$ cat src/rtl/seg7_scan_driver.sv
// Multiplexed N-digit common-anode 7-segment driver: hex decode, blank/blink/dp per digit,
// anti-ghosting dead time, and frame-boundary double buffering of the displayed value.
module seg7_scan_driver #(
  parameter int NUM_DIGITS = 4,
  parameter int SCAN_DIV   = 50000,
  parameter int DEAD_CYC   = 2,
  parameter int BLINK_DIV  = 64
) (
  input  logic                    clk,
  input  logic                    rst,
  input  logic [4*NUM_DIGITS-1:0] digits_in,
  input  logic [NUM_DIGITS-1:0]   dp_in,
  input  logic [NUM_DIGITS-1:0]   blank_in,
  input  logic [NUM_DIGITS-1:0]   blink_in,
  input  logic                    load,
  output logic [6:0]              seg_out,
  output logic                    dp_out,
  output logic [NUM_DIGITS-1:0]   an_out,
  output logic                    frame_tick
);

  localparam int DW    = 4 * NUM_DIGITS;
  localparam int DIV_W = (SCAN_DIV > 1) ? $clog2(SCAN_DIV) : 1;
  localparam int IDX_W = (NUM_DIGITS > 1) ? $clog2(NUM_DIGITS) : 1;
  localparam int FRM_W = (BLINK_DIV > 1) ? $clog2(BLINK_DIV) : 1;
  localparam logic [DIV_W-1:0] DIV_LAST = DIV_W'(SCAN_DIV - 1);
  localparam logic [IDX_W-1:0] IDX_LAST = IDX_W'(NUM_DIGITS - 1);
  localparam logic [FRM_W-1:0] FRM_LAST = FRM_W'(BLINK_DIV - 1);

  // Active-low {g,f,e,d,c,b,a} pattern for a hex nibble.
  function automatic logic [6:0] hex_to_seg(input logic [3:0] v);
    logic [6:0] s;
    case (v)
      4'h0: s = 7'b1000000;
      4'h1: s = 7'b1111001;
      4'h2: s = 7'b0100100;
      4'h3: s = 7'b0110000;
      4'h4: s = 7'b0011001;
      4'h5: s = 7'b0010010;
      4'h6: s = 7'b0000010;
      4'h7: s = 7'b1111000;
      4'h8: s = 7'b0000000;
      4'h9: s = 7'b0010000;
      4'hA: s = 7'b0001000;
      4'hB: s = 7'b0000011;
      4'hC: s = 7'b1000110;
      4'hD: s = 7'b0100001;
      4'hE: s = 7'b0000110;
      4'hF: s = 7'b0001110;
      default: s = 7'b1111111;
    endcase
    return s;
  endfunction

  logic [DIV_W-1:0]      div_cnt_q, div_cnt_d;
  logic [IDX_W-1:0]      idx_q, idx_d;
  logic [FRM_W-1:0]      frm_cnt_q, frm_cnt_d;
  logic                  blink_phase_q, blink_phase_d;
  logic                  pend_q, pend_d;
  logic [DW-1:0]         stg_dig_q, stg_dig_d, dsp_dig_q, dsp_dig_d;
  logic [NUM_DIGITS-1:0] stg_dp_q, stg_dp_d, dsp_dp_q, dsp_dp_d;
  logic [NUM_DIGITS-1:0] stg_blank_q, stg_blank_d, dsp_blank_q, dsp_blank_d;
  logic [NUM_DIGITS-1:0] stg_blink_q, stg_blink_d, dsp_blink_q, dsp_blink_d;
  logic [6:0]            seg_q, seg_d;
  logic                  dp_q, dp_d;
  logic [NUM_DIGITS-1:0] an_q, an_d;
  logic                  frame_tick_q, frame_tick_d;
  logic                  slot_wrap_s, frame_wrap_s;

  // Scan counters, blink timebase and staging/display buffering.
  always_comb begin
    div_cnt_d     = div_cnt_q;
    idx_d         = idx_q;
    frm_cnt_d     = frm_cnt_q;
    blink_phase_d = blink_phase_q;
    pend_d        = pend_q;
    stg_dig_d     = stg_dig_q;
    stg_dp_d      = stg_dp_q;
    stg_blank_d   = stg_blank_q;
    stg_blink_d   = stg_blink_q;
    dsp_dig_d     = dsp_dig_q;
    dsp_dp_d      = dsp_dp_q;
    dsp_blank_d   = dsp_blank_q;
    dsp_blink_d   = dsp_blink_q;
    slot_wrap_s   = (div_cnt_q == DIV_LAST);
    frame_wrap_s  = slot_wrap_s && (idx_q == IDX_LAST);
    frame_tick_d  = frame_wrap_s;

    if (slot_wrap_s) begin
      div_cnt_d = '0;
      if (idx_q == IDX_LAST) begin
        idx_d = '0;
      end else begin
        idx_d = idx_q + 1'b1;
      end
    end else begin
      div_cnt_d = div_cnt_q + 1'b1;
    end

    if (load) begin
      stg_dig_d   = digits_in;
      stg_dp_d    = dp_in;
      stg_blank_d = blank_in;
      stg_blink_d = blink_in;
    end else begin
      stg_dig_d   = stg_dig_q;
    end

    // A load landing on the wrap cycle bypasses staging so it shows this frame.
    if (frame_wrap_s) begin
      if (frm_cnt_q == FRM_LAST) begin
        frm_cnt_d     = '0;
        blink_phase_d = ~blink_phase_q;
      end else begin
        frm_cnt_d     = frm_cnt_q + 1'b1;
      end
      pend_d = 1'b0;
      if (load) begin
        dsp_dig_d   = digits_in;
        dsp_dp_d    = dp_in;
        dsp_blank_d = blank_in;
        dsp_blink_d = blink_in;
      end else if (pend_q) begin
        dsp_dig_d   = stg_dig_q;
        dsp_dp_d    = stg_dp_q;
        dsp_blank_d = stg_blank_q;
        dsp_blink_d = stg_blink_q;
      end else begin
        dsp_dig_d   = dsp_dig_q;
      end
    end else if (load) begin
      pend_d = 1'b1;
    end else begin
      pend_d = pend_q;
    end
  end

  // Pin values for the current slot; registered below.
  always_comb begin
    logic dark_s;
    logic dead_s;
    dark_s = dsp_blank_q[idx_q] | (dsp_blink_q[idx_q] & blink_phase_q);
    dead_s = (int'(div_cnt_q) < DEAD_CYC);
    an_d   = '1;
    seg_d  = 7'b1111111;
    dp_d   = 1'b1;
    if (!dead_s && !dark_s) begin
      an_d  = ~(NUM_DIGITS'(1) << idx_q);
      seg_d = hex_to_seg(dsp_dig_q[4*int'(idx_q) +: 4]);
      dp_d  = ~dsp_dp_q[idx_q];
    end else begin
      an_d  = '1;
    end
  end

  // State and output registers; the display powers up blanked.
  always_ff @(posedge clk) begin
    if (rst) begin
      div_cnt_q     <= '0;
      idx_q         <= '0;
      frm_cnt_q     <= '0;
      blink_phase_q <= 1'b0;
      pend_q        <= 1'b0;
      stg_dig_q     <= '0;
      stg_dp_q      <= '0;
      stg_blank_q   <= '1;
      stg_blink_q   <= '0;
      dsp_dig_q     <= '0;
      dsp_dp_q      <= '0;
      dsp_blank_q   <= '1;
      dsp_blink_q   <= '0;
      seg_q         <= 7'b1111111;
      dp_q          <= 1'b1;
      an_q          <= '1;
      frame_tick_q  <= 1'b0;
    end else begin
      div_cnt_q     <= div_cnt_d;
      idx_q         <= idx_d;
      frm_cnt_q     <= frm_cnt_d;
      blink_phase_q <= blink_phase_d;
      pend_q        <= pend_d;
      stg_dig_q     <= stg_dig_d;
      stg_dp_q      <= stg_dp_d;
      stg_blank_q   <= stg_blank_d;
      stg_blink_q   <= stg_blink_d;
      dsp_dig_q     <= dsp_dig_d;
      dsp_dp_q      <= dsp_dp_d;
      dsp_blank_q   <= dsp_blank_d;
      dsp_blink_q   <= dsp_blink_d;
      seg_q         <= seg_d;
      dp_q          <= dp_d;
      an_q          <= an_d;
      frame_tick_q  <= frame_tick_d;
    end
  end

  assign seg_out    = seg_q;
  assign dp_out     = dp_q;
  assign an_out     = an_q;
  assign frame_tick = frame_tick_q;

endmodule

$ cat config.mk
export PLATFORM = sky130hd
export DESIGN_NAME = seg7_scan_driver
export DESIGN_NICKNAME = d
export VERILOG_FILES = /design/src/rtl/seg7_scan_driver.sv
export SDC_FILE = /design/constraint.sdc
export NUM_CORES = 1
export LEC_CHECK = 0
export ABC_CLOCK_PERIOD_IN_PS = 2000
export BUFFER_PORTS_ARGS = -buffer_cell sky130_fd_sc_hd__buf_2
export CAP_MARGIN = 20
export CORE_ASPECT_RATIO = 1.4
export CORE_MARGIN = 1.5
export CORE_UTILIZATION = 52
export DETAILED_ROUTE_END_ITERATION = 8
export GPL_ROUTABILITY_DRIVEN = 1
export PLACE_DENSITY = 0.8
export SYNTH_ARGS = -nofsm -noshare
export SYNTH_HDL_FRONTEND = slang
export SYNTH_SLANG_ARGS = --single-unit
$ cat constraint.sdc
create_clock -name clk -period 2 [get_ports clk]
set_input_delay 0.3 -clock clk [delete_from_list [all_inputs] [get_ports clk]]
set_output_delay 0.3 -clock clk [all_outputs]
set_load 0.03 [all_outputs]
### After elaboration in Yosys (flattened, before gate mapping)

Memories as Yosys holds them, arrays and structs flattened. A register that Yosys moved wholly into a read port is not among the register bits.
Index checks and enable logic that the tools add are counted.

* register bits: 88
* bits in read-only memories: 112
* input port bits: 31
* output and inout port bits: 13
* word-level logic and storage cells: 59
* memories kept: 1

* add/sub/neg operators: 3
* order comparisons: 2
* equality and inequality tests: 3
* shift operators: 2
* muxes and demuxes: 16
* bitwise logic cells: 6
* reductions and logical operators: 10

Memories
* (no name shown): depth 16, bits a word 7, read ports 1, clocked after Yosys merged registers in 1, wr ports 0, RTL line 33 `case (v)`

Operators with widths (count)
* $mux 16: 2
* $mux 4: 6
* $add 16x1->16 const B: 1
* $eq 16x16->1 const B: 1
* $lt 16x2->1 const B: 1
* $shiftx 16x5->4: 1
* $add 6x1->6 const B: 1
* $bmux 1 s2: 3
* $eq 6x6->1 const B: 1
* $mux 6: 1
* $reduce_or 2->1: 3
* $not 4->4: 1
* $reduce_and 2->1: 2
* $shl 1x2->4 const A: 1
* $lt 2x3->1 const B: 1
* $mux 1: 3
* $not 1->1: 3
* $add 2x1->2 const B: 1
* $eq 2x2->1 const B: 1
* $logic_and 1x1->1: 2
* $logic_not 1->1: 2
* $mux 2: 1
* $reduce_bool 2->1: 1
* $and 1x1->1: 1
* $or 1x1->1: 1

### Longest topological paths before layout

Gate-level depths: netlist of the first run.

* depth in word-level cells: 8
* gate-level depth with buffers: 8
* gate-level depth less buffers: 7

### Worst setup path after synthesis of the first run

Ideal clock, no wire load.

* path type: register to register
* start point: register div_cnt_q[0]
* end point: register dsp_blank_q[0]
* library setup time: 0.121 ns
* arrival time: 2.065 ns
* required time: 1.879 ns
* path slack: -0.186 ns
* stages on the path, launching flop included: 8
* buffers on the path: 2
* period minus slack after synthesis: 2.186 ns
* cell sequence: dfxtp_1 > ha_1 > nand3_2 > or3_1 > buf_2 > nor3_4 > buf_6 > mux2_2

* longest elaborated chain between the ends: 3

Ends and longest elaborated chain
* start, declared: RTL line 55 `logic [DIV_W-1:0] div_cnt_q, div_cnt_d;`
* start signal, assigned: RTL line 177 `div_cnt_q <= div_cnt_d;`
* $eq 16x16->1: RTL line 85 `slot_wrap_s = (div_cnt_q == DIV_LAST);`
* $logic_and 1x1->1: RTL line 86 `frame_wrap_s = slot_wrap_s && (idx_q == IDX_LAST);`
* $reduce_and 2->1 (no source line)
* end signal, assigned: RTL line 188 `dsp_blank_q <= dsp_blank_d;`
* end, declared: RTL line 62 `logic [NUM_DIGITS-1:0] stg_blank_q, stg_blank_d, dsp_blank_q, dsp_blank_d;`

Every way passes these cells.
A chain may end at the register's enable or synchronous reset.

### Worst setup path in the final report of the first run

* start point: register idx_q[1]
* end point: register seg_q[0] (netlist: seg_out[0])

* longest elaborated chain between the ends: 8
* elaborated cells between the ends (all ways): 11
* those cells by class: shift (1); mux (4); bitwise (3); reduce/logical (3)

Ends and longest elaborated chain
* start, declared: RTL line 56 `logic [IDX_W-1:0] idx_q, idx_d;`
* start signal, assigned: RTL line 178 `idx_q <= idx_d;`
* $bmux 1 s2: RTL line 142 `dark_s = dsp_blank_q[idx_q] | (dsp_blink_q[idx_q] & blink_phase_q);`
* $mux 1 (not written as such): RTL line 142
* $and 1x1->1: RTL line 142
* $or 1x1->1: RTL line 142
* $logic_not 1->1: RTL line 147 `if (!dead_s && !dark_s) begin`
* $logic_and 1x1->1: RTL line 147
* $not 1->1 (no source line)
* $reduce_or 2->1 (no source line)
* end, declared: RTL line 64 `logic [6:0] seg_q, seg_d;`

Several ways; a longest one is shown, not always the timed one. The select of a mux whose other input is x is not followed.

==> impl_metrics.ini, run 1 <==
[run_status]
outcome = complete, no violations

[timing]
grt_setup_unrepaired = no
maxSlewViolCount = 0
final_hold_viol_count = 0
maxSlewHeadroom_pct = 56.1
tightest_slew_ns = 0.658
fin_setup_tns_ns = 0
fin_crit_ns = 1.93
timing.fmax_ghz = 0.519
skew_ns = 0.0122
finalSetupViolCount = 0
finalCritPeriodShare_pct = 96.4

[global_routing]
grt_start_max_net_pins = 35
grt_pass1_wl_mm = 13.8
grt-ovfl-total = 0
grt_pass1_vias = 3082
antenna_found_initial = 0
grt_use_total_pct = 21.0

[power_and_ir_drop]
p_leak_nw = 1.95
power_density_nw_per_um2 = 689
ir_worst_vdd_v = 0.000585

[yosys]
yosys-top-cells-area = dfxtp_1 (46%), mux2_2 (9.2%), mux2i_1 (6.5%)
synth_edf_count = 0
syn-num-nets = 449
ys.flop_type = dfxtp_1
yosysWarningCount = 0
ys_ff_latch = 95
synth_top_cell_by_area = dfxtp_1
synthArstFlopShare_pct = 0
yosysMostFrequentCell = dfxtp_1
synth.avg_cell_area_um2 = 10.2
seq_area_frac_synth_pct = 45.8
synthCells = 406
synth_top_area_share_pct = 45.8
yosys-top-cells-count = dfxtp_1 (95), nor2_1 (44), mux2_2 (34)
ys_types = 42
syn-cell-area_um2 = 4150

[floorplanning]
die_y_um = 109
core_area_um2 = 7750
die_area_um2 = 8530
ios = 44
die_x_um = 78.5
core.rowCount = 38
start_util_pct = 53.5

[clocking]
postCtsSetupBuffers = 0
numCtsBuffers = 9
cts_tree = yes
cts_buffer_depth = 2
root_buffer = clkbuf_8
cts.htree.levels = 3
clkTransAtPathRegs_ns = 0.09
cts_sinks = 95
clock_latency_ns = 0.38

[critical_path]
r2r_cells = 5
cpMaxStageDelayCell = mux4_2
worstPathRequired_ns = 2.26
cp_max_fo = 3
slowest_delay_ns = 0.56
worstPathArrival_ns = 2.19
r2r_slack_ns = 0.07
crit_path_start_kind = register
endpoint_kind = register
rr_startpoint = idx_q[1]$_SDFFE_PP0N_
crit_family = multiplexers
crit_cells = 5
cp_cell_sequence = mux4_2 > ha_1 > or3_1 > a21oi_1 > o31ai_1
cp_num_buf_inv = 0
crit_type = reg -> reg
crit_path_start = idx_q[1]$_SDFFE_PP0N_

[placement]
io_buffers = 43
place_congestion = 0.836
dp_hpwl_mm = 5.75

[drt]
wl_met1_mm = 3.52
drtAntennaViolNets = 0
detail_route.first_pass.iterations = 4
routed_wl_mm = 8.23
wl_per_cell_um = 14.4
vias = 3078
wl_met2_mm = 4.21
avgViaCountPerCell = 5.40
drc = 0
highest_layer = met4
drtIter0Drc = 161
wl_met3_um = 212

[final_layout]
drive_gt1_share_pct = 31.3
area_growth_pct = 18.5
postLayoutCoreUtil_pct = 63.4
fin_nets = 509
nFillCells = 610
insertedDiodeCount = 0

[min_path]
min_from = blank_in[2]
hold_depth = 2
hold_path.class = in -> reg

[flow_run]
max-cap-violations = 0
power breakdown:
part           switching (mW)  internal, mW  leakage (nW)
Sequential             0.0155          1.93         0.774
Clock                   0.662         0.612        0.0960
Combinational          0.0885        0.0771          1.08
Total                   0.766          2.62          1.95
timing repair:
| item | 4_1_cts | 5_1_grt |
|---|---|---|
| gates resized for setup | 3 | 12 |
| cloned | 0 | 1 |
| setup endpoints to repair | 4 | 38 |
| hold endpoints to repair | 0 | 0 |
| hold buffers | 0 | 0 |
| pin swaps | 0 | 1 |
logic make-up (layout without fill, tap and decap cells):
family | Yosys count | after routing | synth area share [%]
adder cells (fa/ha/maj) | 12 | 12 | 3.62
AO/OA/AOI/OAI | 42 | 42 | 6.48
multiplexers | 67 | 67 | 19.0
flip-flops | 95 | 95 | 45.8
AND/OR/NAND/NOR | 144 | 144 | 18.6
buffers and inverters | 32 | 96 | 3.47
XOR/XNOR | 14 | 14 | 2.96
sequential cells by signal (all words and copies together), names as in the netlist, 2 cells and up:
name	flops
an_out	4
div_cnt_q	16
dsp_blank_q	4
dsp_blink_q	4
dsp_dig_q	16
dsp_dp_q	4
frm_cnt_q	6
idx_q	2
seg_out	7
stg_blank_q	4
stg_blink_q	4
stg_dig_q	16
stg_dp_q	4
worst reg2reg max path, stage by stage, from the launching register on:
cell and delay [ns]:
dfxtp_2 0.39, mux4_2 0.56, ha_1 0.25, or3_1 0.37, a21oi_1 0.15, o31ai_1 0.08
stage by stage:
step	std cells	hold slack, ns	total power, mW	setup WS (ns)	instance area (um2)
after floorplan	406	0.428	2.09	0.0000269	4180
after global placement	554	0.433	2.15	-0.0379	4670
after detailed placement	554	0.446	2.16	-0.0767	4670
after CTS	569	0.152	3.42	0.00300	4870
after global routing	570	0.170	3.50	0.0119	4910
final	570	0.167	3.38	0.0720	4910
layout make-up:
cell class                 count  area (um2)  area share, %
clock buffer                  11         141           2.88
inverter                       8        30.0          0.611
timing repair buffer          73         488           9.93
multi-input combinational    279        2170           44.1
sequential                    95        1910           38.8
tap                          100         125           2.55
clock inverter                 4        55.1           1.12
layer usage:
layer | track usage, % | up-vias
met5 | 0 | -
met3 | 4.35 | 23
met2 | 35.2 | 50
met4 | 12.6 | 0
li1 | - | 1540
met1 | 24.7 | 1465
worst paths after layout:
kind	to
worst min register to register	div_cnt_q[0]$_SDFF_PP0_
worst max-delay path	seg_out[0]$_SDFF_PP1_
worst min-delay path	stg_blank_q[2]$_SDFFE_PP1P_
worst max register to register	seg_out[0]$_SDFF_PP1_
cells in the final DEF, fill, tap and decap left out, drive strengths merged, types with 2 or more instances in the layout:
cell type	count
o31ai	3
mux2i	27
nand4	4
o211ai	3
o311ai	3
or2	4
a211oi	2
nor2b	33
nand3b	4
nand3	10
or3	5
or4	5
ha	12
xnor2	5
a211o	4
mux2	34
nand2	17
nor3	4
nor2	44
buf	73
dfxtp	95
and3	3
inv	9
and2	2
o21ai	10
a21oi	13
clkbuf	11
and4	3
mux4	6
xor2	9
nor4	4
(Power assumes the default switching activity.)
==> run 2, diff against run 1 <==
==> constraint.sdc (replaced) <==
create_clock -name clk -period 2 [get_ports clk]
set_input_delay 0.6 -clock clk [delete_from_list [all_inputs] [get_ports clk]]
set_output_delay 0.6 -clock clk [all_outputs]
set_load 0.03 [all_outputs]
==> run 2 against run 1 <==
Net effect: die area is the same; critical path type unchanged; count of clock-buffer cells in the layout is 1 higher; worst setup slack better by 0.025 ns; critical path depth is 1 higher; register-to-register slack better by 0.03 ns.
==> impl_metrics.ini, run 2 (synthesized netlist as in run 1, its figures left out) <==
[timing]
fin_crit_ns = 1.90
tightest_slew_ns = 0.401
hold_slack_ns = 0.462
timing.fmax_ghz = 0.526
grt_setup_unrepaired = yes
setup_ws_ns = 0.0974
skew_ns = 0.00790
maxSlewHeadroom_pct = 73.2
finalCritPeriodShare_pct = 95.1
final_hold_viol_count = 0
finalSetupViolCount = 0
maxSlewViolCount = 0

[final_layout]
layout_common_cells = dfxtp_1 (91), nor2_1 (44), buf_2 (43), mux2_2 (34), nor2b_1 (33)
final_area_um2 = 4900
fin_nets = 510
drive_gt1_share_pct = 30.9
insertedDiodeCount = 0
area_growth_pct = 18.1
top_regs = div_cnt_q: 16 flops, dsp_dig_q: 16 flops, stg_dig_q: 16 flops
layout_commonest_cell = dfxtp_1

[power_and_ir_drop]
ir_worst_vdd_v = 0.000481
power_density_nw_per_um2 = 672
total_power_mw = 3.29
p_leak_nw = 1.95

[drt]
detail_route.first_pass.iterations = 4
wl_per_cell_um = 13.9
drc = 0
drtAntennaViolNets = 0
drtIter0Drc = 211
routed_wl_mm = 7.94
avgViaCountPerCell = 5.26
vias = 3001

[global_routing]
antenna_found_initial = 0
grt_start_max_net_pins = 37
grt_use_total_pct = 20.4
grt-ovfl-total = 0
grt_pass1_wl_mm = 13.6
grt_pass1_vias = 3024

[critical_path]
cp_cell_sequence = ha_4 > nand3_4 > or3_4 > buf_4 > or4_1 > a21oi_1
cp_num_buf_inv = 1
cp_max_fo = 7
worstPathArrival_ns = 2.20
worstPathRequired_ns = 2.30
crit_type = reg -> reg
crit_path_start_kind = register
endpoint_kind = register
crit_family = simple AND/OR/NAND/NOR gates
slowest_delay_ns = 0.51
cpMaxStageDelayCell = or4_1

[min_path]
hold_path.class = reg -> reg

[floorplanning]
start_util_pct = 53.5
core.rowCount = 38
die_y_um = 109
die_area_um2 = 8530
ios = 44
core_area_um2 = 7750
die_x_um = 78.5

[clocking]
cts_tree = yes
cts_sinks = 95
numCtsBuffers = 9
cts_hold_buf = 0
cts.htree.levels = 3
clkTransAtPathRegs_ns = 0.09
root_buffer = clkbuf_8
clock_latency_ns = 0.36
cts_buffer_depth = 2

[placement]
place_congestion = 0.800
post_dp_cell_area_um2 = 4680
dp_hpwl_mm = 5.77
place_ws_ns = 0.0154
io_buffers = 43

[flow_run]
max-cap-violations = 0

[run_status]
outcome = complete, no violations
[run 2: through the flow]
step | setup TNS, ns | cells | utilization (%)
6_report | 0 | 570 | 63.2
3_3_place_gp | 0 | 556 | 60.4
4_1_cts | 0 | 570 | 62.8
3_5_place_dp | 0 | 556 | 60.4
2_1_floorplan | 0 | 406 | -
5_1_grt | -0.000423 | 570 | 63.2
[run 2: final timing paths]
| kind | startpoint | to | slack (ns) | depth (start not counted) |
|---|---|---|---|---|
| min reg2reg | div_cnt_q[0]$_SDFF_PP0_ | div_cnt_q[0]$_SDFF_PP0_ | 0.46 | 1 |
| max reg2reg | div_cnt_q[1]$_SDFF_PP0_ | frm_cnt_q[5]$_SDFFE_PP0P_ | 0.1 | 6 |
| min | div_cnt_q[0]$_SDFF_PP0_ | div_cnt_q[0]$_SDFF_PP0_ | 0.46 | 1 |
| max | div_cnt_q[1]$_SDFF_PP0_ | frm_cnt_q[5]$_SDFFE_PP0P_ | 0.1 | 6 |
[run 2: cell type report]
| cell class | count | area, um2 |
|---|---|---|
| Fill cell | 622 | 2850 |
| Multi-Input combinational cell | 279 | 2150 |
| Sequential cell | 95 | 1910 |
| Timing Repair Buffer | 74 | 498 |
| Clock buffer | 12 | 165 |
| Tap cell | 100 | 125 |
| Inverter | 8 | 30.0 |
| Clock inverter | 2 | 16.3 |
[run 2: metal layers]
layer	GRT usage [%]	part of all wire [%]	vias up
met5	0	0	-
met4	8.04	1.6	0
met3	4.18	2.9	8
met2	35.5	51	45
met1	24.6	45	1412
li1	-	-	1536
[run 2: what timing repair did]
| action | CTS | global route |
|---|---|---|
| setup buffers | 0 | 0 |
| hold endpoints to repair | 0 | 0 |
| pin swaps | 0 | 1 |
| setup endpoints to repair | 1 | 35 |
| cloned | 0 | 0 |
| resized for setup | 1 | 9 |
[run 2: power by group]
part	internal, mW	total (mW)	switching [mW]
clock	0.543	1.18	0.634
combinational	0.0803	0.169	0.0888
sequential	1.93	1.95	0.0156
